--- src/rtl/sram_serial_loader.sv ---
// sram_serial_loader: turns parallel {addr,data} write requests into the SRAM I/O controller's serial load protocol.
// Latency: accept edge + 21 cycles to DONE with a controller that raises IO_RDY two cycles after the last bit.
// Backpressure: WR_READY is high only in IDLE. The host holds WR_VALID/WR_ADDR/WR_DATA until it is accepted.
//
// Ports:
//   CLK, RST_N               clock and asynchronous active-low reset
//   WR_VALID/WR_READY        host request handshake carrying WR_ADDR, WR_DATA
//   CLR_ERR                  synchronous clear of the sticky ERR flag
//   IO_RDY                   ready flag returned by the I/O controller
//   IO_BGN, IO_LOAD_N, IO_SI controller begin (low = clear), load strobe (active low), serial data
//   BUSY, DONE, ERR          status: not idle, one-cycle word acknowledge, sticky IO_RDY timeout
//
// Optional build macro SRAM_LDR_AUTOINC_EN: an internal address counter replaces WR_ADDR.
// A request with WR_DATA==0 and WR_ADDR!=0 presets that counter and starts no transfer.
module sram_serial_loader #(
  parameter int MEMORY_DATA_WIDTH = 8,
  parameter int MEMORY_ADDR_WIDTH = 9,
  parameter int REG_BITS_WIDTH    = MEMORY_ADDR_WIDTH + MEMORY_DATA_WIDTH,
  parameter int RDY_TIMEOUT       = 15
) (
  input  logic                         CLK,
  input  logic                         RST_N,
  input  logic                         WR_VALID,
  input  logic [MEMORY_ADDR_WIDTH-1:0] WR_ADDR,
  input  logic [MEMORY_DATA_WIDTH-1:0] WR_DATA,
  output logic                         WR_READY,
  input  logic                         CLR_ERR,
  input  logic                         IO_RDY,
  output logic                         IO_BGN,
  output logic                         IO_LOAD_N,
  output logic                         IO_SI,
  output logic                         BUSY,
  output logic                         DONE,
  output logic                         ERR
);

  localparam int CNT_W = $clog2(REG_BITS_WIDTH);

  typedef enum logic [2:0] {S_IDLE, S_ARM, S_START, S_SHIFT, S_WAIT} state_t;

  state_t                       state;
  state_t                       state_nxt;
  logic [REG_BITS_WIDTH-1:0]    shreg;
  logic [CNT_W-1:0]             bit_cnt;
  logic [7:0]                   tmo_cnt;
  logic [MEMORY_ADDR_WIDTH-1:0] word_addr;
  logic                         preset;
  logic                         accept;
  logic                         ack;
  logic                         timeout;

`ifdef SRAM_LDR_AUTOINC_EN
  logic [MEMORY_ADDR_WIDTH-1:0] addr_cnt;

  // A zero-data request to a non-zero address is a counter preset, not a write.
  assign preset    = WR_VALID && (state == S_IDLE) && (WR_DATA == '0) && (WR_ADDR != '0);
  assign word_addr = addr_cnt;

  always_ff @(posedge CLK or negedge RST_N) begin
    if (!RST_N) begin
      addr_cnt <= '0;
    end else if (preset) begin
      addr_cnt <= WR_ADDR;
    end else if (ack) begin
      addr_cnt <= addr_cnt + MEMORY_ADDR_WIDTH'(1);
    end
  end
`else
  assign preset    = 1'b0;
  assign word_addr = WR_ADDR;
`endif

  assign WR_READY = (state == S_IDLE);
  assign BUSY     = (state != S_IDLE);
  assign accept   = WR_VALID && WR_READY && !preset;
  assign ack      = (state == S_WAIT) && IO_RDY;
  // An acknowledge on the timeout edge takes priority, so timeout requires IO_RDY low.
  assign timeout  = (state == S_WAIT) && !IO_RDY && (tmo_cnt == 8'(RDY_TIMEOUT - 1));

  always_ff @(posedge CLK or negedge RST_N) begin
    if (!RST_N) begin
      state <= S_IDLE;
    end else begin
      state <= state_nxt;
    end
  end

  always_comb begin
    state_nxt = state;
    case (state)
      S_IDLE:  if (accept) state_nxt = S_ARM;
      S_ARM:   state_nxt = S_START;
      S_START: state_nxt = S_SHIFT;
      S_SHIFT: if (bit_cnt == '0) state_nxt = S_WAIT;
      S_WAIT:  if (ack || timeout) state_nxt = S_IDLE;
      default: state_nxt = S_IDLE;
    endcase
  end

  // Controller-facing outputs are registered from the next state so they
  // line up exactly with the state they belong to.
  always_ff @(posedge CLK or negedge RST_N) begin
    if (!RST_N) begin
      shreg     <= '0;
      bit_cnt   <= '0;
      tmo_cnt   <= '0;
      IO_BGN    <= 1'b0;
      IO_LOAD_N <= 1'b1;
      IO_SI     <= 1'b0;
      DONE      <= 1'b0;
      ERR       <= 1'b0;
    end else begin
      IO_BGN    <= (state_nxt != S_IDLE);
      IO_LOAD_N <= (state_nxt != S_START);
      DONE      <= ack;
      if (timeout) begin
        ERR <= 1'b1;
      end else if (CLR_ERR) begin
        ERR <= 1'b0;
      end
      case (state)
        S_IDLE: begin
          if (accept) shreg <= {word_addr, WR_DATA};
        end
        S_START: begin
          IO_SI   <= shreg[0];
          shreg   <= shreg >> 1;
          bit_cnt <= CNT_W'(REG_BITS_WIDTH - 1);
        end
        S_SHIFT: begin
          if (bit_cnt == '0) begin
            IO_SI   <= 1'b0;
            tmo_cnt <= '0;
          end else begin
            IO_SI   <= shreg[0];
            shreg   <= shreg >> 1;
            bit_cnt <= bit_cnt - CNT_W'(1);
          end
        end
        S_WAIT: begin
          tmo_cnt <= tmo_cnt + 8'd1;
        end
        default: ;
      endcase
    end
  end

endmodule

--- config.mk ---
export PLATFORM = sky130hd
export DESIGN_NAME = sram_serial_loader
export DESIGN_NICKNAME = d
export VERILOG_FILES = /design/src/rtl/sram_serial_loader.sv
export SDC_FILE = /design/constraint.sdc
export NUM_CORES = 1
export LEC_CHECK = 0
export ABC_AREA = 1
export BUFFER_PORTS_ARGS = -buffer_cell sky130_fd_sc_hd__buf_2
export CORE_MARGIN = 2
export CORE_UTILIZATION = 35
export DETAILED_ROUTE_END_ITERATION = 10
export PLACE_DENSITY = 0.5
export REMOVE_ABC_BUFFERS = 1
export SLEW_MARGIN = 40
export SYNTH_ARGS = -nofsm -noshare
export SYNTH_HDL_FRONTEND = slang
export SYNTH_SLANG_ARGS = --single-unit
--- constraint.sdc ---
create_clock -name CLK -period 1.9 [get_ports CLK]
set_input_delay 0 -clock CLK [delete_from_list [all_inputs] [get_ports CLK]]
set_output_delay 0 -clock CLK [all_outputs]
set_load 0.005 [all_outputs]
==> qor.txt, run 1 <==
Bufs on Longest Clock Path: 2
Logic depth of the worst register-to-register path: 7
First-iteration detailed-routing DRC count: 148
Vertical die dimension: 79.77 um
Antenna violations before repair: 0
Residual DRC: 0
EDFF count, synth: 0
Pwr per Cell Area: 1461 nW/um^2
Synthesized instance count: 270
H-Tree Level Count: 2
Root buffer cell: sky130_fd_sc_hd__clkbuf_8
Hold Path Sink: shreg[10]
Later-pin clock latency in the skew report: 290 ps
Signal arrival time at the worst endpoint: 1790 ps
Cell Int Power: 1.974 mW
Pin count of the biggest net entering global routing: 26
Share of cell area taken by muxes after synthesis: 0%
Worst slew slack as a fraction of its limit: 59.68%
Via count: 1765
Hold_sp: WR_ADDR[2]
Drt total wl: 4.414 mm
ANT cells: 0
Sort of element at the end of the critical path: flop
Yosys synthesis warning count: 0
Net switching power: 1.587 mW
Met2 Usage GRT: 22.27%
P&R area growth vs syn: 21.30%
Reg-to-reg critical path startpoint: bit_cnt[0]
Total die area: 6363 um^2
Maximum vdd ir drop: 692.5 uV
Maximum clock frequency: 611.0 MHz
Critical path start-end classification: flop to flop
Via count of the first global-routing pass: 1572
Fraction of the mapped netlist area in adder cells: 2.491%
Fraction of final layout cells sized beyond drive strength 1: 16.72%
Result of the run: finished clean
Remaining antenna violation count after routing: 0
Number of buffers created by CTS: 5
Met1 Resource Use GR: 22.94%
Count of buffers from port buffering: 28
Required time at the endpoint of the critical path: 2060 ps
Slew at the pin closest to its max-slew limit: 604.8 ps
Weighted congestion reported at the end of routability-driven placement: 0.7583
Synth Area in Compound Gates: 2.802%
First drt pass iteration count: 5
Ys async rst share: 100.0%
Time the worst path needs with I/O delays and setup: 1637 ps
Pleak: 1.352 nW
Switching power as a share of total power: 44.56%
Worst R2R End: bit_cnt[3]
Most used flip-flop cell after synthesis: sky130_fd_sc_hd__dfrtp_1
Critical-path maximum fanout: 22
Core outline area: 5540 um^2
Clock network fraction of total power: 16.2%
Slack of the worst reg-to-reg path: 260 ps
Hold-fix buffers at CTS: 12
Half-perimeter wire length of the detailed placement result: 3.059 mm
Worst-case clock skew: 8.171 ps
Vias per cell: 4.537
Count of instances resized after the clock tree is built: 0
Synthesized area: 2009 um^2
Combinational family with the most area after synthesis: simple AND/OR/NAND/NOR gates
Most congested layer reported by global routing: met1
Total routing resource utilization after global routing: 15.48%
Xor and xnor area share after synthesis: 0.4359%
Count of unique library cells instantiated by Yosys: 24
Post-route cell area: 2437 um^2
Synthesized-area fraction occupied by and/or/nand/nor cells: 39.85%
Sequential area share after synthesis: 47.38%
FILL cells: 592
PnR Total Power: 3.561 mW
Starting density of the core: 36.27%
Number of top-level pins: 29
Layout net count: 342
Die width: 79.77 um
Final setup violation count: 0
Power share of the sequential group: 36.7%
Wire length per cell: 11.35 um
Tightest Hold Check Type: input port to flop
Ratio of final minimum period to clock period: 86.14%
Maxcap violations: 0
Placed standard-cell area: 2226 um^2
Max Transition Viols Final: 0
Setup repair after global routing missed its margin: false
Buffers inserted during post-CTS setup optimization: 0
Grt ovf: 0
Clk slew on worst S/H paths: 80 ps
First-pass GRT wire length: 7.610 mm
GRT met3 Usage: 3.733%
Hold path depth: 5
Clock tree from TritonCTS: built
Combinational fraction of design power: 47.1%
Mean Syn Cell Area: 7.442 um^2
Setup tns final: 0 ps
CTS Sinks: 38
Number of failing hold endpoints at the final stage: 0
Type of origin of the critical path: flop
Register bit total from synthesis: 38
Share of the core filled with cells in the final layout: 43.99%
Site row count: 27
synthesized netlist by cell type (2+ instances only):
| library cell | count | area [um^2] |
|---|---|---|
| sky130_fd_sc_hd__nand4_1 | 2 | 12.51 |
| sky130_fd_sc_hd__o21ai_0 | 9 | 45.04 |
| sky130_fd_sc_hd__nand2_2 | 3 | 18.77 |
| sky130_fd_sc_hd__nand3b_1 | 2 | 15.01 |
| sky130_fd_sc_hd__nand3_1 | 33 | 165.2 |
| sky130_fd_sc_hd__dfrtp_1 | 37 | 925.9 |
| sky130_fd_sc_hd__nor2_1 | 14 | 52.55 |
| sky130_fd_sc_hd__buf_6 | 3 | 33.78 |
| sky130_fd_sc_hd__nand2_1 | 125 | 469.2 |
| sky130_fd_sc_hd__ha_1 | 4 | 50.05 |
| sky130_fd_sc_hd__inv_2 | 3 | 11.26 |
| sky130_fd_sc_hd__nor2_4 | 2 | 22.52 |
| sky130_fd_sc_hd__buf_2 | 2 | 10.01 |
| sky130_fd_sc_hd__inv_1 | 21 | 78.83 |
worst max-delay path, cell delays in order, from the launching register on:
cell and delay [ps]:
sky130_fd_sc_hd__dfrtp_1 390, sky130_fd_sc_hd__inv_1 120, sky130_fd_sc_hd__ha_1 160, sky130_fd_sc_hd__inv_1 40
sky130_fd_sc_hd__nor2_1 110, sky130_fd_sc_hd__nand3_1 150, sky130_fd_sc_hd__nand2_2 380, sky130_fd_sc_hd__o21ai_0 160
cell families after synthesis:
logic type / after synthesis
DFF: 38
adders and majority gates: 4
and+or+nand+nor: 186
xor gates and xnor gates: 1
AOI/OAI and AO/OA: 11
buffers and inverters: 30
power groups by stage:
stage	Combinational (mW)	Clock (mW)	Sequential, mW
3_5_place_dp	1.69	0	1.32
3_3_place_gp	1.68	0	1.32
6_report	1.68	0.576	1.31
5_1_grt	1.98	0.648	1.35
2_1_floorplan	1.20	0	1.28
4_1_cts	1.72	0.602	1.30
layout make-up:
| cell class | count | area, um^2 | area share, % |
|---|---|---|---|
| flip-flops and latches | 38 | 952.2 | 39.07 |
| inverters | 24 | 90.09 | 3.696 |
| well taps | 72 | 90.09 | 3.696 |
| clock inverters | 1 | 5.005 | 0.2053 |
| multi-input cells | 202 | 915.9 | 37.58 |
| clock buffers | 7 | 86.33 | 3.542 |
| repair buffers | 45 | 297.8 | 12.22 |
registers in the layout, summed over array words and instances, names as in the netlist:
register and cells:
DONE 1, ERR 1, IO_BGN 1, IO_LOAD_N 1
IO_SI 1, bit_cnt 5, shreg 17, state 3
tmo_cnt 8
cell usage in the layout (no fill, tap or decap), types with 4 or more instances in the layout:
cell type / netlist / layout
sky130_fd_sc_hd__buf_2: 2 / 28
sky130_fd_sc_hd__buf_4: 1 / 5
sky130_fd_sc_hd__clkbuf_8: 0 / 6
sky130_fd_sc_hd__dfrtp_1: 37 / 37
sky130_fd_sc_hd__dlygate4sd3_1: 0 / 12
sky130_fd_sc_hd__ha_1: 4 / 4
sky130_fd_sc_hd__inv_1: 21 / 21
sky130_fd_sc_hd__nand2_1: 125 / 125
sky130_fd_sc_hd__nand3_1: 33 / 33
sky130_fd_sc_hd__nor2_1: 14 / 14
sky130_fd_sc_hd__o21ai_0: 9 / 9
stage by stage:
step	hold WS, ps	instances	setup WS (ps)
floorplan	-295.6	264	526.3
global placement	46.83	369	288.7
detailed placement	41.51	369	247.8
CTS	2.612	389	248.5
global route	19.95	389	79.75
finish	5.866	389	263.4
routing by layer:
layer  vias up  wire, um
li1        929         -
met1       788      2254
met2        44      1911
met3         4       197
met4         0        51
met5         -         0
worst max path at each step:
stage | endpoint | cells after the start | from | slack, ps
floorplan | bit_cnt[3] | 7 | bit_cnt[0] | 530
global route | shreg[7] | 8 | bit_cnt[0] | 80
detailed placement | bit_cnt[3] | 7 | bit_cnt[0] | 250
finish | bit_cnt[3] | 7 | bit_cnt[0] | 260
global placement | IO_BGN | 9 | bit_cnt[0] | 290
CTS | bit_cnt[3] | 7 | bit_cnt[0] | 250
No activity file was read; power rests on OpenSTA's default activity.
==> inputs of run 2 (changes only) <==
--- a/config.mk
+++ b/config.mk
@@ -8,9 +8,10 @@
 export ABC_AREA = 1
 export BUFFER_PORTS_ARGS = -buffer_cell sky130_fd_sc_hd__buf_2
 export CORE_MARGIN = 2
-export CORE_UTILIZATION = 35
+export CORE_UTILIZATION = 46
 export DETAILED_ROUTE_END_ITERATION = 10
-export PLACE_DENSITY = 0.5
+export GPL_TIMING_DRIVEN = 0
+export PLACE_DENSITY = 0.63
 export REMOVE_ABC_BUFFERS = 1
 export SLEW_MARGIN = 40
 export SYNTH_ARGS = -nofsm -noshare
==> qor.txt, run 2 (synthesis gave the netlist of run 1 again) <==
Critical path start-end classification: flop to flop
Logic depth of the worst register-to-register path: 5 (-2)
Clock tree from TritonCTS: built
Pwr per Cell Area: 1468 nW/um^2 (+0.46%)
Total die area: 4913 um^2 (-23%)
Type of origin of the critical path: flop
Root buffer cell: sky130_fd_sc_hd__clkbuf_8
Critical-path cell with the highest stage delay: sky130_fd_sc_hd__dfrtp_1
Later-pin clock latency in the skew report: 290 ps (about the same)
Worst slew slack as a fraction of its limit: 67.55% (+7.9 points)
Maximum vdd ir drop: 738.0 uV (+6.6%)
Layout net count: 334 (-2.3%)
Placed standard-cell area: 2166 um^2 (-2.7%)
First-pass GRT wire length: 7.355 mm (-3.4%)
Met1 Resource Use GR: 24.79% (+1.8 points)
P&R area growth vs syn: 16.31%
Wire length per cell: 11.03 um (-2.8%)
Number of top-level pins: 29 (unchanged)
Final setup violation count: 0 (unchanged)
Antenna violations before repair: 0 (unchanged)
Time the worst path needs with I/O delays and setup: 1621 ps (-15.80 ps)
Post-route cell area: 2337 um^2 (-4.1%)
Top delay family on crit path: simple AND/OR/NAND/NOR gates
Max Transition Viols Final: 0 (unchanged)
Crit-path most repeated cell: sky130_fd_sc_hd__nand2_1
Number of buffers created by CTS: 5 (unchanged)
Tightest Hold Check Type: input port to flop
Critical Path, Cell by Cell: nor2_2 > nand3_2 > nand3_4 > nand2_1 > nand2_1
Vias per cell: 4.881 (+7.6%)
Met2 Usage GRT: 30.69% (+8.4 points)
Most frequent cells in the layout: sky130_fd_sc_hd__nand2_1 (125), sky130_fd_sc_hd__dfrtp_1 (37), sky130_fd_sc_hd__nand3_1 (33), sky130_fd_sc_hd__buf_2 (27), sky130_fd_sc_hd__inv_1 (21)
Reg-to-reg critical path startpoint: state[1]
CTS Sinks: 38 (unchanged)
GRT met3 Usage: 4.618% (+0.88 points)
Residual DRC: 0 (unchanged)
Pleak: 1.311 nW (-3.1%)
Sort of element at the end of the critical path: flop
Maxcap violations: 0 (unchanged)
Starting density of the core: 46.79% (+11 points)
Result of the run: finished clean
Site row count: 24 (-11%)
Delay of the slowest cell on the worst path: 440 ps (+50 ps)
ANT cells: 0 (unchanged)
Number of failing hold endpoints at the final stage: 0 (unchanged)
Most congested layer reported by global routing: met2
Hold slack: 5.612 ps (-0.2543 ps)
Setup tns final: 0 ps (unchanged)
First drt pass iteration count: 4 (-1)
Worst path buffer plus inverter count: 0 (-2)
Hold_sp: WR_VALID
Flip-flop count of the largest register after layout: 17 (unchanged)
Bufs on Longest Clock Path: 2 (unchanged)
Signal arrival time at the worst endpoint: 1850 ps (+60 ps)
Remaining antenna violation count after routing: 0 (unchanged)
Reg with most FFs: shreg
Core outline area: 4294 um^2 (-22%)
Required time at the endpoint of the critical path: 2130 ps (+70 ps)
Half-perimeter wire length of the detailed placement result: 2.638 mm (-14%)
Clk slew on worst S/H paths: 70 ps (about the same)
Via count: 1757 (-0.45%)
Ratio of final minimum period to clock period: 85.31% (-0.83 points)
Worst-case clock skew: 6.653 ps (-1.518 ps)
Setup repair after global routing missed its margin: false
Weighted congestion reported at the end of routability-driven placement: 0.7939 (+4.7%)
Die width: 70.10 um (-12%)
H-Tree Level Count: 2 (unchanged)
Hold Path Sink: shreg[16]
Hold path depth: 3 (-2)
Maximum clock frequency: 617.0 MHz (+0.97%)
Slack of the worst reg-to-reg path: 280 ps (+20 ps)
Drt total wl: 3.971 mm (-10%)
First-iteration detailed-routing DRC count: 125 (-16%)
Top flop regs: shreg (17), tmo_cnt (8), bit_cnt (5)
Grt ovf: 0 (unchanged)
Slew at the pin closest to its max-slew limit: 486.7 ps (-118.1 ps)
Fraction of final layout cells sized beyond drive strength 1: 14.94% (-1.8 points)
Most frequent standard cell in the layout excluding fill and tap cells: sky130_fd_sc_hd__nand2_1
Total routing resource utilization after global routing: 18.80% (+3.3 points)
Count of buffers from port buffering: 28 (unchanged)
Via count of the first global-routing pass: 1659 (+5.5%)
Pin count of the biggest net entering global routing: 39 (+50%)
Critical-path maximum fanout: 18 (-18%)
Vertical die dimension: 70.10 um (-12%)
Worst R2R End: shreg[14]
run 2: changes by cell type in the layout (fill, tap and decap cells not counted):
cell / previous run / this run
sky130_fd_sc_hd__buf_2: 28 / 27
sky130_fd_sc_hd__buf_4: 5 / 1
sky130_fd_sc_hd__clkbuf_1: 1 / 2
sky130_fd_sc_hd__clkbuf_8: 6 / 5
sky130_fd_sc_hd__clkinv_2: 1 / 0
sky130_fd_sc_hd__dlygate4sd3_1: 12 / 9
sky130_fd_sc_hd__nand2_2: 3 / 2
sky130_fd_sc_hd__nand2_4: 0 / 1
run 2: worst reg2reg max path, stage by stage, from the launching register on:
cell,delay [ps]
sky130_fd_sc_hd__dfrtp_1,440
sky130_fd_sc_hd__nor2_2,220
sky130_fd_sc_hd__nand3_2,370
sky130_fd_sc_hd__nand3_4,370
sky130_fd_sc_hd__nand2_1,90
sky130_fd_sc_hd__nand2_1,70
run 2: report_power, final:
group          internal [mW]  switching [mW]
Sequential              1.11           0.186
Combinational          0.532            1.08
Clock                  0.253           0.268
run 2: layout make-up:
class	count	area [um^2]
multi-input cells	202	920.9
well taps	52	65.06
inverters	24	90.09
flip-flops and latches	38	952.2
clock buffers	7	76.32
fillers	419	1957
repair buffers	37	232.7
run 2: timing repair:
item,4_1_cts,5_1_grt
hold endpoints to repair,45,0
endpoints found under the setup margin,0,1
hold buffers,9,0
gates resized for setup,0,1
buffers inserted,0,0
run 2: through the flow:
stage	setup WS, ps	cells	util [%]	total power [mW]
after CTS	232.7	360	54.31	3.472
final	279.2	360	54.43	3.430
after floorplan	526.3	264	-	2.482
after global routing	59.21	360	54.43	3.850
after detailed placement	246.2	344	50.44	2.926
after global placement	250.7	344	50.38	2.894
run 2: how the worst max path moves through the flow:
| stage | start | endpoint | cells after the start |
|---|---|---|---|
| 4_1_cts | bit_cnt[0] | bit_cnt[3] | 7 |
| 2_1_floorplan | bit_cnt[0] | bit_cnt[3] | 7 |
| 6_report | state[1] | shreg[14] | 5 |
| 5_1_grt | bit_cnt[0] | IO_BGN | 9 |
| 3_5_place_dp | bit_cnt[0] | bit_cnt[3] | 7 |
| 3_3_place_gp | state[2] | shreg[8] | 4 |
run 2: metal layers:
metal	vias up	wire length, um
li1	919	-
met1	805	1941
met3	6	151
met5	-	0
met2	27	1818
met4	0	60
==> inputs of run 3 (changes only) <==
--- a/config.mk
+++ b/config.mk
@@ -13,6 +13,7 @@
 export GPL_TIMING_DRIVEN = 0
 export PLACE_DENSITY = 0.63
 export REMOVE_ABC_BUFFERS = 1
+export SETUP_SLACK_MARGIN = 0.5
 export SLEW_MARGIN = 40
 export SYNTH_ARGS = -nofsm -noshare
 export SYNTH_HDL_FRONTEND = slang
==> constraint.sdc (replaced) <==
create_clock -name CLK -period 1.6 [get_ports CLK]
set_input_delay 0 -clock CLK [delete_from_list [all_inputs] [get_ports CLK]]
set_output_delay 0 -clock CLK [all_outputs]
set_load 0.005 [all_outputs]
==> qor.txt, run 3 (synthesis gave the netlist of run 1 again) <==
Via count: 1910 (+8.7%)
Critical Path, Cell by Cell: inv_2 > ha_4 > inv_2 > nor2_4 > nand2_2 > nand2_4 > nand3_4 > buf_12 > nand2_1 > nand2_1
Delay of the slowest cell on the worst path: 400 ps (-40 ps)
Drt total wl: 4.951 mm (+25%)
Final cell count without fillers: 386 (+7.2%)
Half-perimeter wire length of the detailed placement result: 2.638 mm (unchanged)
Max Transition Viols Final: 0 (unchanged)
Clock network fraction of total power: 11.8% (-3.4 points)
Clk slew on worst S/H paths: 70 ps (about the same)
Maximum vdd ir drop: 1088 uV (+47%)
Via count of the first global-routing pass: 1865 (+12%)
Setup tns final: 0 ps (unchanged)
PnR Total Power: 5.298 mW (+54%)
First drt pass iteration count: 4 (unchanged)
Setup repair after global routing missed its margin: true
Cell Int Power: 2.925 mW (+54%)
Pleak: 1.484 nW (+13%)
Sort of element at the end of the critical path: flop
Critical-path maximum fanout: 17 (-1)
Cell Count Post-Placement: 344 (unchanged)
Weighted congestion reported at the end of routability-driven placement: 0.7939 (unchanged)
Flip-flop count of the largest register after layout: 17 (unchanged)
Top delay family on crit path: simple AND/OR/NAND/NOR gates
Clock tree from TritonCTS: built
ANT cells: 0 (unchanged)
Pin count of the biggest net entering global routing: 39 (unchanged)
Total routing resource utilization after global routing: 21.67% (+2.9 points)
Type of origin of the critical path: flop
Maxcap violations: 0 (unchanged)
Root buffer cell: sky130_fd_sc_hd__clkbuf_8
Grt ovf: 0 (unchanged)
Number of failing hold endpoints at the final stage: 1 (+1)
Signal arrival time at the worst endpoint: 1630 ps (-220 ps)
Result of the run: complete, but fails checks
Power share of the sequential group: 30.0% (-7.8 points)
Wire length per cell: 12.83 um (+16%)
Critical-path cell with the highest stage delay: sky130_fd_sc_hd__dfrtp_1
Core outline area: 4294 um^2 (unchanged)
Vias per cell: 4.948 (+1.4%)
Later-pin clock latency in the skew report: 290 ps (about the same)
Combinational fraction of design power: 58.2% (+11 points)
P&R area growth vs syn: 37.98%
CTS Sinks: 38 (unchanged)
Number of buffers created by CTS: 5 (unchanged)
Remaining antenna violation count after routing: 0 (unchanged)
Share of the core filled with cells in the final layout: 64.57% (+10 points)
Most frequent standard cell in the layout excluding fill and tap cells: sky130_fd_sc_hd__nand2_1
Required time at the endpoint of the critical path: 1780 ps (-350 ps)
Fraction of final layout cells sized beyond drive strength 1: 32.93% (+18 points)
Time the worst path needs with I/O delays and setup: 1446 ps (-175.1 ps)
Residual DRC: 0 (unchanged)
Final setup violation count: 0 (unchanged)
Die width: 70.10 um (unchanged)
Most frequent cells in the layout: sky130_fd_sc_hd__nand2_1 (114), sky130_fd_sc_hd__dfrtp_1 (34), sky130_fd_sc_hd__nand3_1 (28), sky130_fd_sc_hd__buf_2 (27), sky130_fd_sc_hd__buf_4 (17)
Hold slack: -1.501 ps (-7.112 ps)
Number of top-level pins: 29 (unchanged)
Layout net count: 360 (+7.8%)
Tightest Hold Check Type: input port to flop
Vertical die dimension: 70.10 um (unchanged)
H-Tree Level Count: 2 (unchanged)
Critical path start-end classification: flop to flop
Total die area: 4913 um^2 (unchanged)
Worst slew slack as a fraction of its limit: 66.66% (-0.89 points)
Maximum clock frequency: 691.7 MHz (+12%)
First-iteration detailed-routing DRC count: 93 (-26%)
Pwr per Cell Area: 1911 nW/um^2 (+30%)
Bufs on Longest Clock Path: 2 (unchanged)
Reg with most FFs: shreg
Violations in the final reports: hold timing
Starting density of the core: 46.79% (unchanged)
Worst-case clock skew: 5.076 ps (-1.578 ps)
Ratio of final minimum period to clock period: 90.36% (+5.0 points)
Net switching power: 2.373 mW (+54%)
Antenna violations before repair: 0 (unchanged)
Top flop regs: shreg (17), tmo_cnt (8), bit_cnt (5)
First-pass GRT wire length: 8.500 mm (+16%)
Switching power as a share of total power: 44.78% (about the same)
Count of buffers from port buffering: 28 (unchanged)
Site row count: 24 (unchanged)
Worst path buffer plus inverter count: 3 (+3)
Slew at the pin closest to its max-slew limit: 500.0 ps (+13.36 ps)
[run 3: path summary, 6_finish.rpt]
check,from,endpoint,slack (ps),cells past startpoint
setup / recovery,bit_cnt[0],shreg[7],150,10
hold / removal,WR_DATA[0],shreg[0],-2,5
setup reg to reg,bit_cnt[0],shreg[7],150,10
hold reg to reg,shreg[4],shreg[4],500,2
max in group asynchronous,RST_N,state[0],1010,2
min in group asynchronous,RST_N,tmo_cnt[3],210,2
[run 3: power groups by stage]
stage,Sequential [mW],Combinational [mW],Clock (mW)
after floorplan,1.52,1.43,0
after global placement,1.55,1.89,0
after detailed placement,1.55,1.92,0
after CTS,1.57,2.81,0.642
after global routing,1.62,3.46,0.683
final,1.59,3.08,0.625
[run 3: through the flow]
stage / worst slack [ps] / cell area [um^2]
2_1_floorplan: 226.3 / 1958
3_3_place_gp: -49.27 / 2163
3_5_place_dp: -53.78 / 2166
4_1_cts: 206.5 / 2699
5_1_grt: 51.07 / 2773
6_report: 154.3 / 2773
[run 3: timing repair]
action / in CTS / in global routing
hold buffers: 9 / 0
gates resized for setup: 58 / 8
gates cloned: 2 / 0
setup buffers: 19 / 5
hold endpoints to repair: 45 / 0
pin swaps: 16 / 7
endpoints found under the setup margin: 38 / 38
[run 3: worst reg2reg max path, delay by kind of cell (launching register included)]
kind / cells / cell delay [ps]
simple gates: 6 / 520
flops: 1 / 400
buf+inv: 3 / 300
fa+ha+maj: 1 / 130
[run 3: layout make-up]
class / count / area (um^2)
inverters: 24 / 95.09
multi-input cells: 204 / 1120
flip-flops and latches: 38 / 955.9
well taps: 52 / 65.06
fillers: 370 / 1521
repair buffers: 61 / 460.4
clock buffers: 7 / 76.32
[run 3: routing by layer]
layer	wire length, um	vias up	track usage, %	part of all wire, %
met5	0	-	0	0
met4	61	0	6.197	1.2
met3	147	6	4.762	3.0
met2	2472	25	36.83	50
met1	2270	905	27.86	46
li1	-	974	-	-
